[config.mk]
export PLATFORM = sky130hd
export DESIGN_NAME = ps2_frame_rx
export DESIGN_NICKNAME = d
export VERILOG_FILES = /design/src/rtl/ps2_pkg.sv /design/src/rtl/ps2_line_filter.sv /design/src/rtl/ps2_frame_rx.sv
export SDC_FILE = /design/constraint.sdc
export NUM_CORES = 1
export LEC_CHECK = 0
export CAP_MARGIN = 0
export CORE_UTILIZATION = 52
export CTS_CLUSTER_SIZE = 40
export DETAILED_ROUTE_END_ITERATION = 8
export PLACE_DENSITY = 0.78
export SKIP_CTS_REPAIR_TIMING = 1
export SKIP_LAST_GASP = 1
export SYNTH_ARGS = -nofsm -noshare
export SYNTH_HDL_FRONTEND = slang
export SYNTH_HIERARCHICAL = 1
export SYNTH_SLANG_ARGS = --single-unit
[constraint.sdc]
create_clock -name clk -period 2.04 [get_ports clk]
set_input_delay 0.306 -clock clk [delete_from_list [all_inputs] [get_ports clk]]
set_output_delay 0.306 -clock clk [all_outputs]
set_load 0.05 [all_outputs]
[src/rtl/ps2_pkg.sv]
// Shared types and helpers for the PS/2 device-to-host receiver.
package ps2_pkg;

  typedef enum logic [1:0] {IDLE, DATA, PARITY, STOP} ps2_state_e;

  localparam logic [7:0] PS2_BREAK = 8'hF0;

  // Odd parity: data bits plus parity bit must contain an odd number of ones.
  function automatic logic odd_parity_ok(input logic [7:0] data, input logic par);
    return ^{data, par};
  endfunction

endpackage

[src/rtl/ps2_line_filter.sv]
// Input synchroniser with optional deglitch; GLITCH_CYCLES=0 gives a bare synchroniser.
module ps2_line_filter #(
  parameter int SYNC_STAGES   = 2,
  parameter int GLITCH_CYCLES = 4
) (
  input  logic clk,
  input  logic rst,
  input  logic din,
  output logic dout
);

  // Preset high: an idle PS/2 line is pulled up.
  logic [SYNC_STAGES-1:0] sync;

  always_ff @(posedge clk or posedge rst) begin
    if (rst) sync <= '1;
    else     sync <= {sync[SYNC_STAGES-2:0], din};
  end

  generate
    if (GLITCH_CYCLES == 0) begin : g_nofilt
      assign dout = sync[SYNC_STAGES-1];
    end else begin : g_filt
      localparam int CW = $clog2(GLITCH_CYCLES + 1);
      logic [CW-1:0] cnt;
      logic          filt;

      // Any sample matching the current level restarts the run count.
      always_ff @(posedge clk or posedge rst) begin
        if (rst) begin
          cnt  <= '0;
          filt <= 1'b1;
        end else if (sync[SYNC_STAGES-1] == filt) begin
          cnt <= '0;
        end else if (cnt == CW'(GLITCH_CYCLES - 1)) begin
          filt <= sync[SYNC_STAGES-1];
          cnt  <= '0;
        end else begin
          cnt <= cnt + CW'(1);
        end
      end

      assign dout = filt;
    end
  endgenerate

endmodule

[src/rtl/ps2_frame_rx.sv]
// PS/2 device-to-host frame receiver: sync, deglitch, deframe, parity/stop/timeout checks.
// Define PS2_BREAK_FILTER_EN to fold the F0 break prefix into an rx_release strobe.
module ps2_frame_rx
  import ps2_pkg::*;
#(
  parameter int SYNC_STAGES    = 2,
  parameter int GLITCH_CYCLES  = 4,
  parameter int TIMEOUT_CYCLES = 200000
) (
  input  logic       clk,
  input  logic       rst,
  input  logic       ps2clk,
  input  logic       key_data,
  output logic [7:0] rx_data,
  output logic       rx_valid,
  output logic       rx_release,
  output logic       rx_err,
  output logic       busy
);

  localparam int TW = $clog2(TIMEOUT_CYCLES + 1);
  localparam logic [TW-1:0] TMO_MAX = TW'(TIMEOUT_CYCLES);

  logic clk_f, clk_f_d, fall, dat_s;

  ps2_line_filter #(.SYNC_STAGES(SYNC_STAGES), .GLITCH_CYCLES(GLITCH_CYCLES)) u_clk_filt (
    .clk(clk), .rst(rst), .din(ps2clk), .dout(clk_f)
  );

  ps2_line_filter #(.SYNC_STAGES(SYNC_STAGES), .GLITCH_CYCLES(0)) u_dat_sync (
    .clk(clk), .rst(rst), .din(key_data), .dout(dat_s)
  );

  always_ff @(posedge clk or posedge rst) begin
    if (rst) begin
      clk_f_d <= 1'b1;
      fall    <= 1'b0;
    end else begin
      clk_f_d <= clk_f;
      fall    <= clk_f_d & ~clk_f;
    end
  end

  ps2_state_e    state, state_n;
  logic [2:0]    bit_cnt, bit_cnt_n;
  logic [7:0]    shreg, shreg_n;
  logic          par_q, par_n;
  logic [TW-1:0] tmo_cnt, tmo_n;
  logic [7:0]    data_n;
  logic          valid_n, err_n;
`ifdef PS2_BREAK_FILTER_EN
  logic          rel_q, rel_n, flag, flag_n;
`endif

  always_comb begin
    state_n   = state;
    bit_cnt_n = bit_cnt;
    shreg_n   = shreg;
    par_n     = par_q;
    data_n    = rx_data;
    valid_n   = 1'b0;
    err_n     = 1'b0;
`ifdef PS2_BREAK_FILTER_EN
    rel_n     = 1'b0;
    flag_n    = flag;
`endif
    if (state == IDLE || fall) tmo_n = '0;
    else if (tmo_cnt == TMO_MAX) tmo_n = tmo_cnt;
    else tmo_n = tmo_cnt + TW'(1);

    // A fall on the terminal-count cycle takes priority over the timeout.
    if (fall) begin
      unique case (state)
        IDLE: if (!dat_s) begin
          state_n   = DATA;
          bit_cnt_n = '0;
        end
        DATA: begin
          shreg_n   = {dat_s, shreg[7:1]};
          bit_cnt_n = bit_cnt + 3'd1;
          if (bit_cnt == 3'd7) state_n = PARITY;
        end
        PARITY: begin
          par_n   = dat_s;
          state_n = STOP;
        end
        STOP: begin
          state_n = IDLE;
          if (odd_parity_ok(shreg, par_q) && dat_s) begin
`ifdef PS2_BREAK_FILTER_EN
            if (flag) begin
              data_n = shreg;
              rel_n  = 1'b1;
              flag_n = 1'b0;
            end else if (shreg == PS2_BREAK) begin
              flag_n = 1'b1;
            end else begin
              data_n  = shreg;
              valid_n = 1'b1;
            end
`else
            data_n  = shreg;
            valid_n = 1'b1;
`endif
          end else begin
            err_n = 1'b1;
`ifdef PS2_BREAK_FILTER_EN
            flag_n = 1'b0;
`endif
          end
        end
        default: state_n = IDLE;
      endcase
    end else if (state != IDLE && tmo_cnt == TMO_MAX) begin
      state_n   = IDLE;
      bit_cnt_n = '0;
      err_n     = 1'b1;
`ifdef PS2_BREAK_FILTER_EN
      flag_n    = 1'b0;
`endif
    end
  end

  always_ff @(posedge clk or posedge rst) begin
    if (rst) begin
      state    <= IDLE;
      bit_cnt  <= '0;
      shreg    <= '0;
      par_q    <= 1'b0;
      tmo_cnt  <= '0;
      rx_data  <= 8'h00;
      rx_valid <= 1'b0;
      rx_err   <= 1'b0;
    end else begin
      state    <= state_n;
      bit_cnt  <= bit_cnt_n;
      shreg    <= shreg_n;
      par_q    <= par_n;
      tmo_cnt  <= tmo_n;
      rx_data  <= data_n;
      rx_valid <= valid_n;
      rx_err   <= err_n;
    end
  end

`ifdef PS2_BREAK_FILTER_EN
  always_ff @(posedge clk or posedge rst) begin
    if (rst) begin
      rel_q <= 1'b0;
      flag  <= 1'b0;
    end else begin
      rel_q <= rel_n;
      flag  <= flag_n;
    end
  end
  assign rx_release = rel_q;
`else
  assign rx_release = 1'b0;
`endif

  assign busy = (state != IDLE);

endmodule

After elaboration in Yosys (flattened, before gate mapping)
Index checks and enable logic that the tools add are counted.
{"block": "totals", "ff_bits": 52, "inputBits": 4, "elab_cells": 64}
{"block": "classes", "n_addsub": 3, "n_eq_ne": 11, "mux": 20, "bitwise": 3, "n_reduce_logical": 13}
{"operator": "$mux 18", "count": 2}
{"operator": "$add 18x1->18 const B", "count": 1}
{"operator": "$eq 18x18->1 const B", "count": 1}
{"operator": "$mux 3", "count": 5}
{"operator": "$reduce_and 3->1", "count": 3}
{"operator": "$reduce_xor 9->1", "count": 1}
{"operator": "$mux 2", "count": 4}
{"operator": "$pmux 2 s4", "count": 1}
{"operator": "$mux 1", "count": 7}
{"operator": "$add 3x1->3 const B", "count": 2}
{"operator": "$ne 3x3->1 const B", "count": 2}
{"operator": "$pmux 3 s2", "count": 1}
{"operator": "$reduce_and 2->1", "count": 3}
{"operator": "$eq 2x2->1 const B", "count": 2}
{"operator": "$reduce_bool 2->1", "count": 2}
{"operator": "$eq 3x2->1 const B", "count": 1}
{"operator": "$eq 3x3->1 const B", "count": 1}
{"operator": "$ne 3x1->1 const B", "count": 1}
{"operator": "$eq 2x1->1 const B", "count": 1}
{"operator": "$logic_and 1x1->1", "count": 2}
{"operator": "$logic_not 2->1", "count": 1}
{"operator": "$ne 2x2->1 const B", "count": 1}
{"operator": "$not 1->1", "count": 2}
{"operator": "$and 1x1->1", "count": 1}
{"operator": "2 further kinds", "count": 2}

Longest topological paths before layout
{"block": "logic_depth", "ltp_word": 5, "mapped_depth": 7, "depth_no_buf": 7}

By module
Netlist, hierarchy kept.
{"mod": "ps2_frame_rx", "n_inst": 1, "cells_each": 195, "area_per_inst_um2": 2168.3, "seq_area_each_um2": 1102.3}
{"mod": "ps2_line_filter at u_clk_filt", "n_inst": 1, "cells_each": 14, "area_per_inst_um2": 224.0, "seq_area_each_um2": 153.9}
{"mod": "ps2_line_filter at u_dat_sync", "n_inst": 1, "cells_each": 3, "area_per_inst_um2": 56.3, "seq_area_each_um2": 52.6}

Worst setup path before layout
Ideal clock, no wire load.
{"block": "synth_path", "kind": "reg-to-reg", "start": "reg shreg[1]", "end": "reg rx_data[0]", "t_arrival_ps": 1828, "setup_slack_ps": 87, "path_stages_with_launch": 7, "n_path_buf": 1, "cell_sequence": "dfrtp_1 > xor2_1 > xnor3_1 > xnor2_1 > or3_1 > buf_6 > mux2_4"}
{"block": "synth_between", "elab_chain_cells": 3}
{"item": "start: declaration", "line": "ps2_frame_rx.sv:46", "rtl": "logic [7:0] shreg, shreg_n;"}
{"item": "start signal: assignment", "line": "ps2_frame_rx.sv:137", "rtl": "shreg <= shreg_n;"}
{"item": "$reduce_xor 9->1", "line": "ps2_pkg.sv:10", "rtl": "return ^{data, par};"}
{"item": "$logic_and 1x1->1", "line": "ps2_frame_rx.sv:89", "rtl": "if (odd_parity_ok(shreg, par_q) && dat_s) begin"}
{"item": "$reduce_and 3->1 (no source line)"}
{"item": "end signal: assignment", "line": "ps2_frame_rx.sv:140", "rtl": "rx_data <= data_n;"}
{"item": "end: declaration", "line": "ps2_frame_rx.sv:14", "rtl": "output logic [7:0] rx_data,"}
Every way passes these cells.
A chain may end at the register's enable or synchronous reset.

Worst setup path in the final report
{"block": "layout_path", "start": "reg shreg[1]", "end": "reg rx_data[2]"}
Same word-level chain as after synthesis.

==> flow_summary.toml <==
[status]
outcome = "finished with violations"
violations = "DRC, setup timing"

[route]
wl_per_cell_um = 13.9
drtAntennaViolNets = 0
drcViolationCount = 2
dr.first_iter.drc_count = 106
via_per_inst = 5.42
drt_wl_total_um = 4110
drt_pass1_iterations = 6
vias = 1610

[critical_path]
end_kind = "register"
r2r-start = "shreg[1]"
path_class = "register to register"
crit_path_start_kind = "register"
path_cells = "xor2_1 > xnor3_1 > xnor2_2 > or3_4 > buf_6 > mux2_4"
critPathArrivalTime_ns = 2.27
slowest_delay_ns = 0.45
path_max_fanout = 7
worst_path_max_delay_cell = "xnor3_1"
required_ns = 2.25
critPathLaunch = "shreg[1]"

[cells_and_area]
area_growth_pct = 17.7
nFillCells = 351
drive_above_1_share = 0.229
layout_commonest_cell = "dfrtp_1"
fin_nets = 257
num_antenna_cells = 0
layout.cells.non_filler = 297
layout_common_cells = "dfrtp_1 (46), nor2_1 (19), buf_4 (17)"
design_area_um2 = 2880

[clocking]
clkTransAtPathRegs_ns = 0.10
cts-root-buf = "clkbuf_8"
cts_tree = "done"
clockBufferDepth = 2
cts_sinks = 52
cts_made_buffers = 5
clk_latency_ns = 0.31
htreeDepth = 2

[sta]
timing.final.crit_period_ns = 2.07
relSlewSlack = 0.657
worst_pin_slew_ns = 0.512
finalWorstSetupSlack_ns = -0.0269
setup_violations = 8
min_period_over_period = 1.01
hold_viol_final = 0
clock_skew_ns = 0.0137
max_freq_mhz = 484
drv_slew = 0
grt_setup_unrepaired = "yes"

[hold_path]
hold_path_class = "primary input to asynchronous set/reset pin"

[grt]
busiest_layer = "met2"
antenna_found_initial = 0
overflow = 0
met1_usage = 0.244
grt_pass1_vias = 1583
grt_pass1_wl_um = 7130
grtUsageMet2 = 0.294
met3_usage = 0.0427
grt_max_degree = 18
grt_use_total = 0.183

[floorplan]
core_area_um2 = 4440
fp.dieArea_um2 = 4990
start_util = 0.551
die_h_um = 70.6
num_io_pins = 16
die_w_um = 70.6
rows = 24

[job]
max_cap_violations = 0

[power]
power_density_nw_per_um2 = 1100
ir_drop_v = 0.000531
finalPower_mw = 3.17
total_leakage_power_nw = 1.33

[placement]
dp_slack_ns = 0.00349
hpwl_um = 2920
dpl_cell_area_um2 = 2750
gp_congestion = 0.798
place.port_buffers = 14
dp_cells = 287

[logic_synthesis]
yosysWarningCount = 6
synth-seq-cells = 52
ys_seq_area_frac = 0.534
yosys.cell_types.count = 37
synthCells = 212
syn_nets = 225
syn_avg_cell_area_um2 = 11.5
syn_area_um2 = 2450
[power breakdown]
group          switching [mW]  internal, mW
clock                   0.339         0.245
sequential              0.137          1.22
combinational           0.635         0.602
total                    1.11          2.06
[synth_stat cells]
master	count	share of area
nand4_1	2	0.0051
buf_4	1	0.0031
a32o_1	2	0.0082
nand2b_1	1	0.0026
or3_1	3	0.0077
o21ai_0	8	0.016
nor4b_1	2	0.0072
a21oi_1	4	0.0082
nor2b_4	1	0.0056
xor2_1	11	0.039
a31oi_1	1	0.0026
nor2b_1	1	0.0026
nor2_1	20	0.031
xnor3_1	1	0.0092
conb_1	1	0.0015
nor3_1	5	0.010
xnor2_1	12	0.043
o21a_1	1	0.0031
buf_6	1	0.0046
a22o_1	1	0.0036
a211oi_1	1	0.0031
dfstp_2	6	0.064
clkbuf_1	5	0.0077
mux2_4	8	0.049
dfrtp_1	46	0.47
inv_1	11	0.017
nand3_1	11	0.022
and3_1	2	0.0051
nand2_1	12	0.018
mux2_2	10	0.046
ha_1	9	0.046
nor4_1	3	0.0077
or2_2	1	0.0026
and4b_1	1	0.0041
o211ai_1	2	0.0061
nor3b_1	3	0.0092
o2bb2ai_1	2	0.0072
[cells by family after synthesis]
group                      synth area share
muxes                                0.0950
other                               0.00153
adders and majority gates            0.0460
AOI/OAI and AO/OA                    0.0583
buffers and inverters                0.0322
DFF                                   0.534
xor gates and xnor gates             0.0915
and+or+nand+nor                       0.141
[final timing paths]
check                                           end  slack [ns]  depth (start not counted)
max                                      rx_data[2]       -0.03                          6
min                        u_clk_filt/g_filt.cnt[1]        0.25                          2
max reg2reg                              rx_data[2]       -0.03                          6
min reg2reg                      u_clk_filt/sync[1]        0.36                          0
max in group asynchronous               tmo_cnt[17]        1.05                          3
min in group clk                 u_clk_filt/sync[1]        0.36                          0
[metrics by stage]
| stage | setup TNS [ns] | hold slack (ns) | util |
|---|---|---|---|
| floorplan | 0 | 0.0948 | - |
| global placement | 0 | 0.346 | 0.618 |
| detailed placement | 0 | 0.349 | 0.618 |
| CTS | -0.0150 | 0.253 | 0.638 |
| global route | -0.595 | 0.293 | 0.648 |
| finish | -0.131 | 0.249 | 0.648 |
[layer usage]
metal,up-vias,wire length [µm]
met5,-,0
met4,0,76
met3,7,143
met2,29,1980
met1,790,1920
li1,784,-
[flip-flops by register name, summed over array words and instances (netlist names)]
name	count
bit_cnt	3
rx_valid	1
par_q	1
u_dat_sync/sync	2
u_clk_filt/sync	2
state	2
u_clk_filt/dout	1
rx_err	1
fall	1
u_clk_filt/g_filt.cnt	3
shreg	8
tmo_cnt	18
rx_data	8
clk_f_d	1
[layout make-up]
cell class / count / area, µm² / area share
Clock buffer: 6 / 72.6 / 0.0252
Clock inverter: 2 / 16.3 / 0.00564
Inverter: 11 / 41.3 / 0.0143
Multi-Input combinational cell: 142 / 1090 / 0.378
Sequential cell: 52 / 1310 / 0.454
Tap cell: 52 / 65.1 / 0.0226
Timing Repair Buffer: 32 / 289 / 0.100
[worst max-delay path, delay by kind of cell, from the launching register on]
kind	cells	cell delay (ns)
xor+xnor	3	0.77
buf+inv	1	0.15
flops	1	0.40
mux	1	0.30
simple gates	1	0.34
(Power assumes the default switching activity.)
